### config.mk
export PLATFORM = sky130hd
export DESIGN_NAME = mem_access_unit
export DESIGN_NICKNAME = d
export VERILOG_FILES = /design/src/rtl/mem_access_unit.sv
export SDC_FILE = /design/constraint.sdc
export NUM_CORES = 1
export LEC_CHECK = 0
export CORE_UTILIZATION = 50
export CTS_CLUSTER_SIZE = 10
export DETAILED_ROUTE_END_ITERATION = 8
export GPL_TIMING_DRIVEN = 1
export HOLD_SLACK_MARGIN = 0.02
export PLACE_DENSITY_LB_ADDON = 0.08
export SKIP_CTS_REPAIR_TIMING = 1
export SYNTH_ARGS = -nofsm -noshare
export SYNTH_HDL_FRONTEND = slang
export SYNTH_SLANG_ARGS = --single-unit
export TNS_END_PERCENT = 20
### constraint.sdc
create_clock -name clk -period 6.9 [get_ports clk]
set_input_delay 1.035 -clock clk [delete_from_list [all_inputs] [get_ports clk]]
set_output_delay 1.035 -clock clk [all_outputs]
set_load 0.05 [all_outputs]
### src/rtl/mem_access_unit.sv
// mem_access_unit: data-memory access sequencer between EX/MEM and a
// single-port synchronous RAM. Splits misaligned loads/stores across two
// words, extends load results and stalls the pipeline while busy.
module mem_access_unit #(
  parameter int unsigned DM_ADDRESS = 9,
  parameter int unsigned DATA_W     = 32,
  parameter int unsigned RAM_AW     = 7
) (
  input  logic                  clk,
  input  logic                  reset,
  input  logic                  req_rd,
  input  logic                  req_wr,
  input  logic [DM_ADDRESS-1:0] req_addr,
  input  logic [DATA_W-1:0]     req_wdata,
  input  logic [2:0]            req_func3,
  output logic                  stall,
  output logic [DATA_W-1:0]     rd_data,
  output logic                  rd_valid,
  output logic                  err,
  output logic                  ram_en,
  output logic                  ram_we,
  output logic [RAM_AW-1:0]     ram_addr,
  output logic [3:0]            ram_be,
  output logic [DATA_W-1:0]     ram_wdata,
  input  logic [DATA_W-1:0]     ram_rdata
);

  typedef enum logic [2:0] {IDLE, RD1, RD2, WR2, DONE} state_t;

  state_t              state_q, state_d;
  logic [RAM_AW-1:0]   w_q;
  logic [1:0]          o_q;
  logic [2:0]          f3_q;
  logic [DATA_W-1:0]   wdata_q;
  logic [DATA_W-1:0]   lo_q, lo_d;
  logic [DATA_W-1:0]   rd_data_q, rd_data_d;

  logic [RAM_AW-1:0]   cur_w, w_next;
  logic [1:0]          cur_o;
  logic [2:0]          cur_f3;
  logic [DATA_W-1:0]   cur_wdata;
  logic [3:0]          size_c;
  logic [3:0]          mask_c;
  logic                split_c;
  logic [4:0]          shamt;
  logic [7:0]          be8;
  logic [2*DATA_W-1:0] wd2;
  logic [DATA_W-1:0]   lo_src;
  logic [DATA_W-1:0]   rd_cat;
  logic                illegal_c;

  logic                stall_c, rd_valid_c, err_c, ram_en_c, ram_we_c;
  logic [RAM_AW-1:0]   ram_addr_c;
  logic [3:0]          ram_be_c;
  logic [DATA_W-1:0]   ram_wdata_c;

  // Sign/zero extension of the extracted load value by access type
  function automatic logic [DATA_W-1:0] extend(input logic [2:0] f3,
                                               input logic [DATA_W-1:0] v);
    case (f3)
      3'b000:  return {{(DATA_W-8){v[7]}}, v[7:0]};
      3'b001:  return {{(DATA_W-16){v[15]}}, v[15:0]};
      3'b100:  return DATA_W'(v[7:0]);
      3'b101:  return DATA_W'(v[15:0]);
      default: return v;
    endcase
  endfunction

  // Current request: live inputs in IDLE, the captured copy afterwards
  always_comb begin
    if (state_q == IDLE) begin
      cur_w     = RAM_AW'(req_addr >> 2);
      cur_o     = req_addr[1:0];
      cur_f3    = req_func3;
      cur_wdata = req_wdata;
    end else begin
      cur_w     = w_q;
      cur_o     = o_q;
      cur_f3    = f3_q;
      cur_wdata = wdata_q;
    end
  end

  // Access size, lane mask, split detection and lane alignment
  always_comb begin
    case (cur_f3[1:0])
      2'b00:   begin size_c = 4'd1; mask_c = 4'b0001; end
      2'b01:   begin size_c = 4'd2; mask_c = 4'b0011; end
      default: begin size_c = 4'd4; mask_c = 4'b1111; end
    endcase
    split_c = (4'({2'b00, cur_o}) + size_c) > 4'd4;
    shamt   = {cur_o, 3'b000};
    w_next  = cur_w + RAM_AW'(1);
    be8     = {4'b0000, mask_c} << cur_o;
    wd2     = {{DATA_W{1'b0}}, cur_wdata} << shamt;
    lo_src  = (state_q == RD2) ? lo_q : ram_rdata;
    rd_cat  = DATA_W'({ram_rdata, lo_src} >> shamt);
  end

  // Illegal request decode (only meaningful in IDLE)
  always_comb begin
    illegal_c = (req_rd && req_wr) ||
                ((req_rd || req_wr) && (req_func3 == 3'b011 || req_func3[2:1] == 2'b11)) ||
                (req_wr && req_func3[2]);
  end

  // Next-state and output decode
  always_comb begin
    state_d     = state_q;
    stall_c     = 1'b0;
    rd_valid_c  = 1'b0;
    err_c       = 1'b0;
    ram_en_c    = 1'b0;
    ram_we_c    = 1'b0;
    ram_addr_c  = '0;
    ram_be_c    = 4'b0000;
    ram_wdata_c = '0;
    rd_data_d   = rd_data_q;
    lo_d        = lo_q;
    case (state_q)
      IDLE: begin
        if (illegal_c) begin
          err_c = 1'b1;
        end else if (req_rd) begin
          ram_en_c   = 1'b1;
          ram_addr_c = cur_w;
          stall_c    = 1'b1;
          state_d    = RD1;
        end else if (req_wr) begin
          ram_en_c    = 1'b1;
          ram_we_c    = 1'b1;
          ram_addr_c  = cur_w;
          ram_be_c    = be8[3:0];
          ram_wdata_c = wd2[DATA_W-1:0];
          if (split_c) begin
            stall_c = 1'b1;
            state_d = WR2;
          end
        end
      end
      RD1: begin
        stall_c = 1'b1;
        lo_d    = ram_rdata;
        if (split_c) begin
          ram_en_c   = 1'b1;
          ram_addr_c = w_next;
          state_d    = RD2;
        end else begin
          rd_data_d = extend(cur_f3, rd_cat);
          state_d   = DONE;
        end
      end
      RD2: begin
        stall_c   = 1'b1;
        rd_data_d = extend(cur_f3, rd_cat);
        state_d   = DONE;
      end
      WR2: begin
        ram_en_c    = 1'b1;
        ram_we_c    = 1'b1;
        ram_addr_c  = w_next;
        ram_be_c    = be8[7:4];
        ram_wdata_c = wd2[2*DATA_W-1:DATA_W];
        state_d     = IDLE;
      end
      DONE: begin
        rd_valid_c = 1'b1;
        state_d    = IDLE;
      end
      default: state_d = IDLE;
    endcase
  end

  // State, request capture and load result registers
  always_ff @(posedge clk or negedge reset) begin
    if (!reset) begin
      state_q   <= IDLE;
      w_q       <= '0;
      o_q       <= 2'b00;
      f3_q      <= 3'b000;
      wdata_q   <= '0;
      lo_q      <= '0;
      rd_data_q <= '0;
    end else begin
      state_q   <= state_d;
      lo_q      <= lo_d;
      rd_data_q <= rd_data_d;
      if (state_q == IDLE) begin
        w_q     <= cur_w;
        o_q     <= cur_o;
        f3_q    <= cur_f3;
        wdata_q <= cur_wdata;
      end
    end
  end

  // Outputs forced quiet while reset is asserted, so an abort is immediate
  assign stall     = reset & stall_c;
  assign rd_valid  = reset & rd_valid_c;
  assign err       = reset & err_c;
  assign ram_en    = reset & ram_en_c;
  assign ram_we    = reset & ram_we_c;
  assign ram_be    = reset ? ram_be_c    : 4'b0000;
  assign ram_addr  = reset ? ram_addr_c  : '0;
  assign ram_wdata = reset ? ram_wdata_c : '0;
  assign rd_data   = rd_data_q;

endmodule

==> results of run 1 <==
## Yosys cell counts (all sizes together), types with 2 or more instances
cell | number | area share, %
a221o | 6 | 0.78
o211ai | 7 | 0.68
inv | 41 | 2.0
a2111oi | 23 | 2.7
nand3 | 33 | 2.1
nor3 | 27 | 1.8
a22oi | 8 | 0.78
o21ai | 65 | 4.7
nand4 | 6 | 0.49
clkbuf | 48 | 2.3
o21a | 11 | 1.1
a221oi | 23 | 2.7
dfrtp | 111 | 36
nand4b | 2 | 0.23
or4b | 2 | 0.31
o31ai | 3 | 0.47
nand2 | 78 | 3.8
nor4b | 2 | 0.42
or2 | 3 | 0.24
a211oi | 11 | 1.2
nand2b | 4 | 0.32
ha | 3 | 0.49
clkinv | 2 | 0.16
mux2i | 80 | 10
a21o | 2 | 0.19
o221ai | 2 | 0.23
o211a | 2 | 0.26
buf | 35 | 2.5
and2 | 3 | 0.26
nor3b | 2 | 0.26
a32oi | 16 | 1.8
or3 | 2 | 0.16
mux2 | 41 | 6.0
o31a | 4 | 0.45
nor4bb | 23 | 3.0
nor2b | 8 | 0.65
a311oi | 7 | 0.80
a21boi | 2 | 0.19
a31o | 2 | 0.23
a21oi | 39 | 2.5
nor2 | 49 | 2.5
## stage by stage
step / utilization [%] / total power [uW] / hold WS, ps
after CTS: 63.9 / 4530 / 478
after detailed placement: 61.9 / 3970 / 458
final: 63.9 / 4550 / 471
after floorplan: - / 3180 / 446
after global routing: 63.9 / 4830 / 507
after global placement: 61.9 / 3890 / 454
## cell families (layout without fill, tap and decap cells)
group | count (synthesis) | in the layout | share of synthesized area [%]
simple gates | 249 | 249 | 17.0
buf+inv | 126 | 237 | 6.96
fa+ha+maj | 4 | 4 | 0.747
compound gates | 238 | 238 | 22.4
mux | 122 | 122 | 16.7
xor+xnor | 2 | 2 | 0.227
flops | 111 | 111 | 36.0
## cell type report
cell class              instances  area (sq um)
well taps                     188           235
multi-input cells             615          4400
clock inverters                 5          63.8
clock buffers                  11           243
inverters                      43           166
repair buffers                178          1790
fillers                      1299          5470
flip-flops and latches        111          2780
## power breakdown
part	internal [uW]	switching [uW]
clock network	296	252
logic	1030	1840
registers	964	169
## sequential cells by signal, summed over array words and instances, names as in the netlist
| name | cells |
|---|---|
| f3_q | 3 |
| lo_q | 32 |
| o_q | 2 |
| rd_data | 32 |
| state_q | 3 |
| w_q | 7 |
| wdata_q | 32 |
## path summary, 6_finish.rpt
path	start	depth (start not counted)	slack, ps	end
worst max-delay path	req_addr[0]	9	1220	ram_wdata[1]
worst min-delay path	rd_data[6]$_DFFE_PN0P_	2	470	rd_data[6]$_DFFE_PN0P_
worst max register to register	state_q[0]$_DFFE_PN0P_	14	2030	rd_data[19]$_DFFE_PN0P_
worst min register to register	rd_data[6]$_DFFE_PN0P_	2	470	rd_data[6]$_DFFE_PN0P_
max in group asynchronous	reset	2	5270	lo_q[18]$_DFFE_PN0P_
min in group asynchronous	reset	1	620	wdata_q[30]$_DFFE_PN0P_
## critical path, delay by kind of cell
family	cells	cell delay (ps)
and+or+nand+nor	3	1530
buffers and inverters	5	1760
AOI/OAI and AO/OA	1	290
## layer usage
layer | part of all wire, % | GRT usage (%) | up-vias
met2 | 50 | 56.1 | 373
li1 | - | - | 3390
met4 | 4.6 | 17.9 | 0
met3 | 6.3 | 5.99 | 67
met1 | 39 | 39.8 | 3762
met5 | 0 | 0 | -
==> impl_summary.md, run 1 <==
Run status
The run finished with clean final reports.

Cells and area
The area growth from synthesis to layout is 25.6%. In the final design database the tool counted 1,042 nets. The post-route standard cell area excluding fillers is 9680 sq um. Once layout is complete, the cells apart from fillers number 1,151. The count of antenna diodes in the layout is 0. Leaving out fill and tap cells, the most frequent cells in the layout are 141 x clkdlybuf4s50_1, 111 x dfrtp_1, 80 x mux2i_1. The fraction of final layout cells with drive strength greater than 1 is 12.6%. The most frequent standard cell in the layout excluding fill and tap cells is clkdlybuf4s50_1.

STA
Setup repair after global routing left no endpoint under its margin. The number of pins exceeding their max-slew limit in the final report is 0. The slew at the pin closest to its max-slew limit is 1310 ps.

The highest achievable clock rate is 0.176 GHz. The final hold violation count is 0. The time the final worst path needs with I/O delays and setup is 5680 ps. The fraction of the cycle the final worst path needs is 82.2%. Setup violations remaining at the end of the flow were counted as 0. The setup TNS is 0 ps. The post-route clock skew is 9.73 ps.

Measured against its own limit, the worst slew margin works out to 10.1%. The worst setup slack after layout is 1220 ps.

Drt
Dividing the detail-routed wire length by the instance count gives 22.6 microns. Before antenna repair, the detailed router went through 5 iterations. For this block, the initial DRC count from the detailed router was 585. The routed via count is 7,592. The final antenna-violating net count is 0. The DRC violation count after routing is 0. The final routed wirelength across all metal layers is 26,000 microns.

Dividing the detail-routed via count by the number of cells gives 6.60.

Global route
The first global-routing pass estimated 40,800 microns of wire. The initial antenna violation count is 0. The leftover overflow at the end of global routing is 0.

Entering global routing, the biggest net connects 63 pins. For this run, the total global-route usage over all layers was measured as 33.0%. The number of global-route vias before repair is 7,586.

Min path
In this run the worst hold path is classified as flip-flop to flip-flop.

Clocking
TritonCTS built the clock tree. The deepest clock path buffer count is 2. Clock-pin slew was measured on the worst setup and hold paths at 70 ps. The H-tree was split into 3 levels. The root cell of the clock tree is clkbuf_16.

The clock drives 111 sinks. TritonCTS created 9 clock buffers. The insertion delay of the later-clocked pin in the worst-skew pair is 360 ps.

Logic synthesis
Each instance of the synthesized netlist takes up on average 9.05 sq um. The cell area that synthesis handed to floorplanning was 7710 sq um. The count of synthesis-stage warnings from yosys is 0. The number of distinct standard cells referenced by the synthesized netlist is 73.

The register bit total from synthesis is 111. After synthesis, the share of flip-flops with an asynchronous set or reset is 100%. For this run, the register share of the synthesized area comes to 36.0%. For this run, the leading register cell type out of synthesis is dfrtp_1.

Synthesis produced a netlist whose cell count is 852. Counting flops with a built-in enable in the synthesized netlist gives 0. The synthesized netlist net count is 936.

Place
The cell count after placement is 1,135. The cell area after placement is 9370 sq um. The post-place setup slack is 1290 ps. Routability-driven placement finished with a final weighted congestion of 0.925.

The wire-length estimate of the detail-placed layout is 17,400 microns. The number of input and output port buffers inserted is 159.

Critical path
Traced cell by cell, the critical path runs through clkdlybuf4s50_1, buf_4, nor4b_4, nor2_4, inv_2, buf_4, nor3_1, a221o_1, clkdlybuf4s50_1. The kind of capture point of the worst setup path is an output port. The largest single stage delay on the critical path is 940 ps. The required time reported for the critical path endpoint is 5860 ps. At the worst endpoint, the arrival time is 4640 ps.

The critical path is of the input port to output port type. The maximum fanout along the worst path is 28. The startpoint kind of the worst setup timing path is an input port. The master of the slowest instance on the critical path is nor3_1.

Die
Once the floorplan was initialized, standard cells occupied 50.9% of the core. The floorplan step defined a die boundary enclosing 15,900 sq um. 160 I/O pins were placed. The overall die height is 126 microns. The number of core rows is 45. The placeable core region is 15,100 sq um. The die is 126 microns wide.

Pwr
The leakage power is 0.00412 uW. The highest ir drop seen on vdd is 0.203 mV. Power spread over the standard cell area amounts to 470 nW/um^2.

Run
Max-cap violations in this run came to 0.
Power figures use the tool's default switching activity.
==> run 2, diff against run 1 <==
CORE_UTILIZATION = 47   (was 50)
clock period = 4.8 ns   (was 6.9 ns; I/O delays follow)
==> impl_summary.md, run 2 (synthesis results as in run 1) <==
Die
The number of core rows is 46 (+2.2%). The overall die height was 130 microns (+3.1%). The area enclosed by the die boundary was 16,900 sq um (+6.3%). The number of primary I/O pins is 160 (unchanged). The chip width was 130 microns (+3.1%).

The placeable core region was 15,900 sq um (+5.3%). The starting density of the core is 48.4% (-2.5 points).

STA
The post-route clock skew is 11.6 ps (+1.87 ps). The number of pins exceeding their max-slew limit in the final report is 0 (unchanged). The fraction of the cycle the final worst path needs is 94.3%. The slew at the pin closest to its max-slew limit came to 1020 ps (-297 ps). The count of final setup violators was 0 (unchanged). The headroom to the max-slew limit came to 32.2% (+22 points).

The final hold violation count came to 0 (unchanged). Static timing analysis puts the maximum clock frequency at 0.221 GHz. The setup TNS was 0 ps (unchanged). Setup repair after global routing left no endpoint under its margin. The clock period could shrink to 4530 ps.

Clocking
The deepest clock path buffer count is 2 (unchanged). The clock net sink count is 111 (unchanged). The number of buffers added by the clock tree synthesis step is 9 (unchanged). The insertion delay of the later-clocked pin in the worst-skew pair is 370 ps (about the same). The clock-pin slew reported for the worst setup and hold paths after clock tree synthesis is 80 ps (about the same). TritonCTS built the clock tree.

In this run the clock root is driven by a clkbuf_16. The number of levels the H-tree was split into is 3 (unchanged).

Critical path
The reg-to-reg startpoint is state_q[0]$_DFFE_PN0P_. The kind of capture point of the worst setup path is an output port. The register-to-register setup slack is 1110 ps (-920 ps). The required time reported for the critical path endpoint was 4080 ps (-1780 ps).

The endpoint of the most critical register-to-register path is rd_data[31]$_DFFE_PN0P_. The maximum fanout along the worst path is 7 (-75%). The critical path data arrival time is 3810 ps (-830 ps). The cell count of the worst reg-to-reg path is 10 (-4).

The start point of the critical path is req_func3[1]. The worst setup path is launched from an input port. The type of the setup path with the least slack is input port to output port. The most critical setup path has its endpoint at stall.

Global route
The number of global-route vias before repair is 7,510 (-1.0%). The largest net degree at the start of global routing is 76 (+21%). The leftover overflow at the end of global routing is 0 (unchanged). The global-route wire length before repair was 39,700 microns (-2.7%). The initial antenna violation count was 0 (unchanged). The overall routing resource usage is 30.9% (-2.1 points).

Drt
The first-iteration detailed-routing DRC count is 778 (+33%). The routed via count is 7,562 (-0.40%). The final routed wirelength across all metal layers is 25,500 microns (-1.8%). The via density per instance came to 6.35 (-3.7%).

The number of iterations in the first detailed-routing pass is 5 (unchanged). The DRC violation count after routing is 0 (unchanged). The final antenna-violating net count was 0 (unchanged). The wire length per cell after detailed routing is 21.4 microns (-5.0%).

Pwr
The power density over the cells was 660 nW/um^2 (+40%). The highest ir drop seen on vdd was 0.387 mV (+91%). The leakage power is 0.00430 uW (+4.3%).

Cells and area
The final net count came to 1,053 (+1.1%). The area growth from synthesis to layout is 29.9%. The library cells used most frequently in the layout, excluding fill and tap cells, are 113 x clkdlybuf4s50_1, 111 x dfrtp_1, 80 x mux2i_1.

The fraction of final layout cells with drive strength greater than 1 came to 16.5% (+4.0 points). The count of antenna diodes in the layout is 0 (unchanged). The final core utilization is 62.8% (-1.1 points). The most frequent standard cell in the layout excluding fill and tap cells is clkdlybuf4s50_1.

Place
The HPWL after detailed placement is 17,600 microns (+1.3%). The number of input and output port buffers inserted was 159 (unchanged). The routability congestion estimate is 1.02 (+11%).

Run status
The run finished with clean final reports.

Min path
The path class of the tightest hold or removal check is input port to async pin.

Run
The number of max-capacitance violations reported is 0 (unchanged).
run 2: worst min path at each step:
stage                                start                 endpoint  slack, ps  cells after the start
detailed placement  rd_data[5]$_DFFE_PN0P_   rd_data[5]$_DFFE_PN0P_        460                      2
CTS                                  reset  wdata_q[29]$_DFFE_PN0P_        270                      1
floorplan                            reset      f3_q[0]$_DFFE_PN0P_        420                      0
global route                         reset   wdata_q[6]$_DFFE_PN0P_        290                      1
global placement    rd_data[0]$_DFFE_PN0P_   rd_data[0]$_DFFE_PN0P_        460                      2
finish                               reset  wdata_q[29]$_DFFE_PN0P_        260                      1
run 2: stage by stage:
stage / hold slack [ps] / power [uW] / cell area [sq um] / setup slack, ps / instances
finish: 263 / 6610 / 10000 / 274 / 1190
global route: 287 / 7020 / 10000 / 50.8 / 1190
CTS: 265 / 6570 / 10000 / 238 / 1190
detailed placement: 457 / 5770 / 9710 / 245 / 1174
global placement: 457 / 5630 / 9710 / 338 / 1174
floorplan: 424 / 4570 / 7710 / -178 / 852
run 2: routing by layer:
layer  global-route usage (%)  wire length, microns
met5                        0                     0
met3                     3.08                  1880
met2                     52.9                 12700
met1                     38.6                  9960
met4                     16.3                   977
run 2: report_power, final:
part           total, uW  internal (uW)  switching [uW]
combinational       4210           1560            2650
clock                804            415             389
sequential          1600           1390             216
run 2: area by class of cell:
type / count / area [sq um]
tap: 216 / 270
multi-input combinational: 615 / 4410
timing repair buffer: 189 / 2090
clock inverter: 6 / 76.3
sequential: 111 / 2780
inverter: 43 / 166
fill: 1338 / 5930
clock buffer: 10 / 229
run 2: worst max-delay path, cell delays in order:
cell and delay (ps):
clkdlybuf4s50_1 610, or4b_4 510, and2_2 240, nand2_1 110, inv_1 60, ha_1 300
a21oi_1 170, a21boi_1 230, o21ai_0 160, o21a_1 210, o31a_1 290, buf_4 190
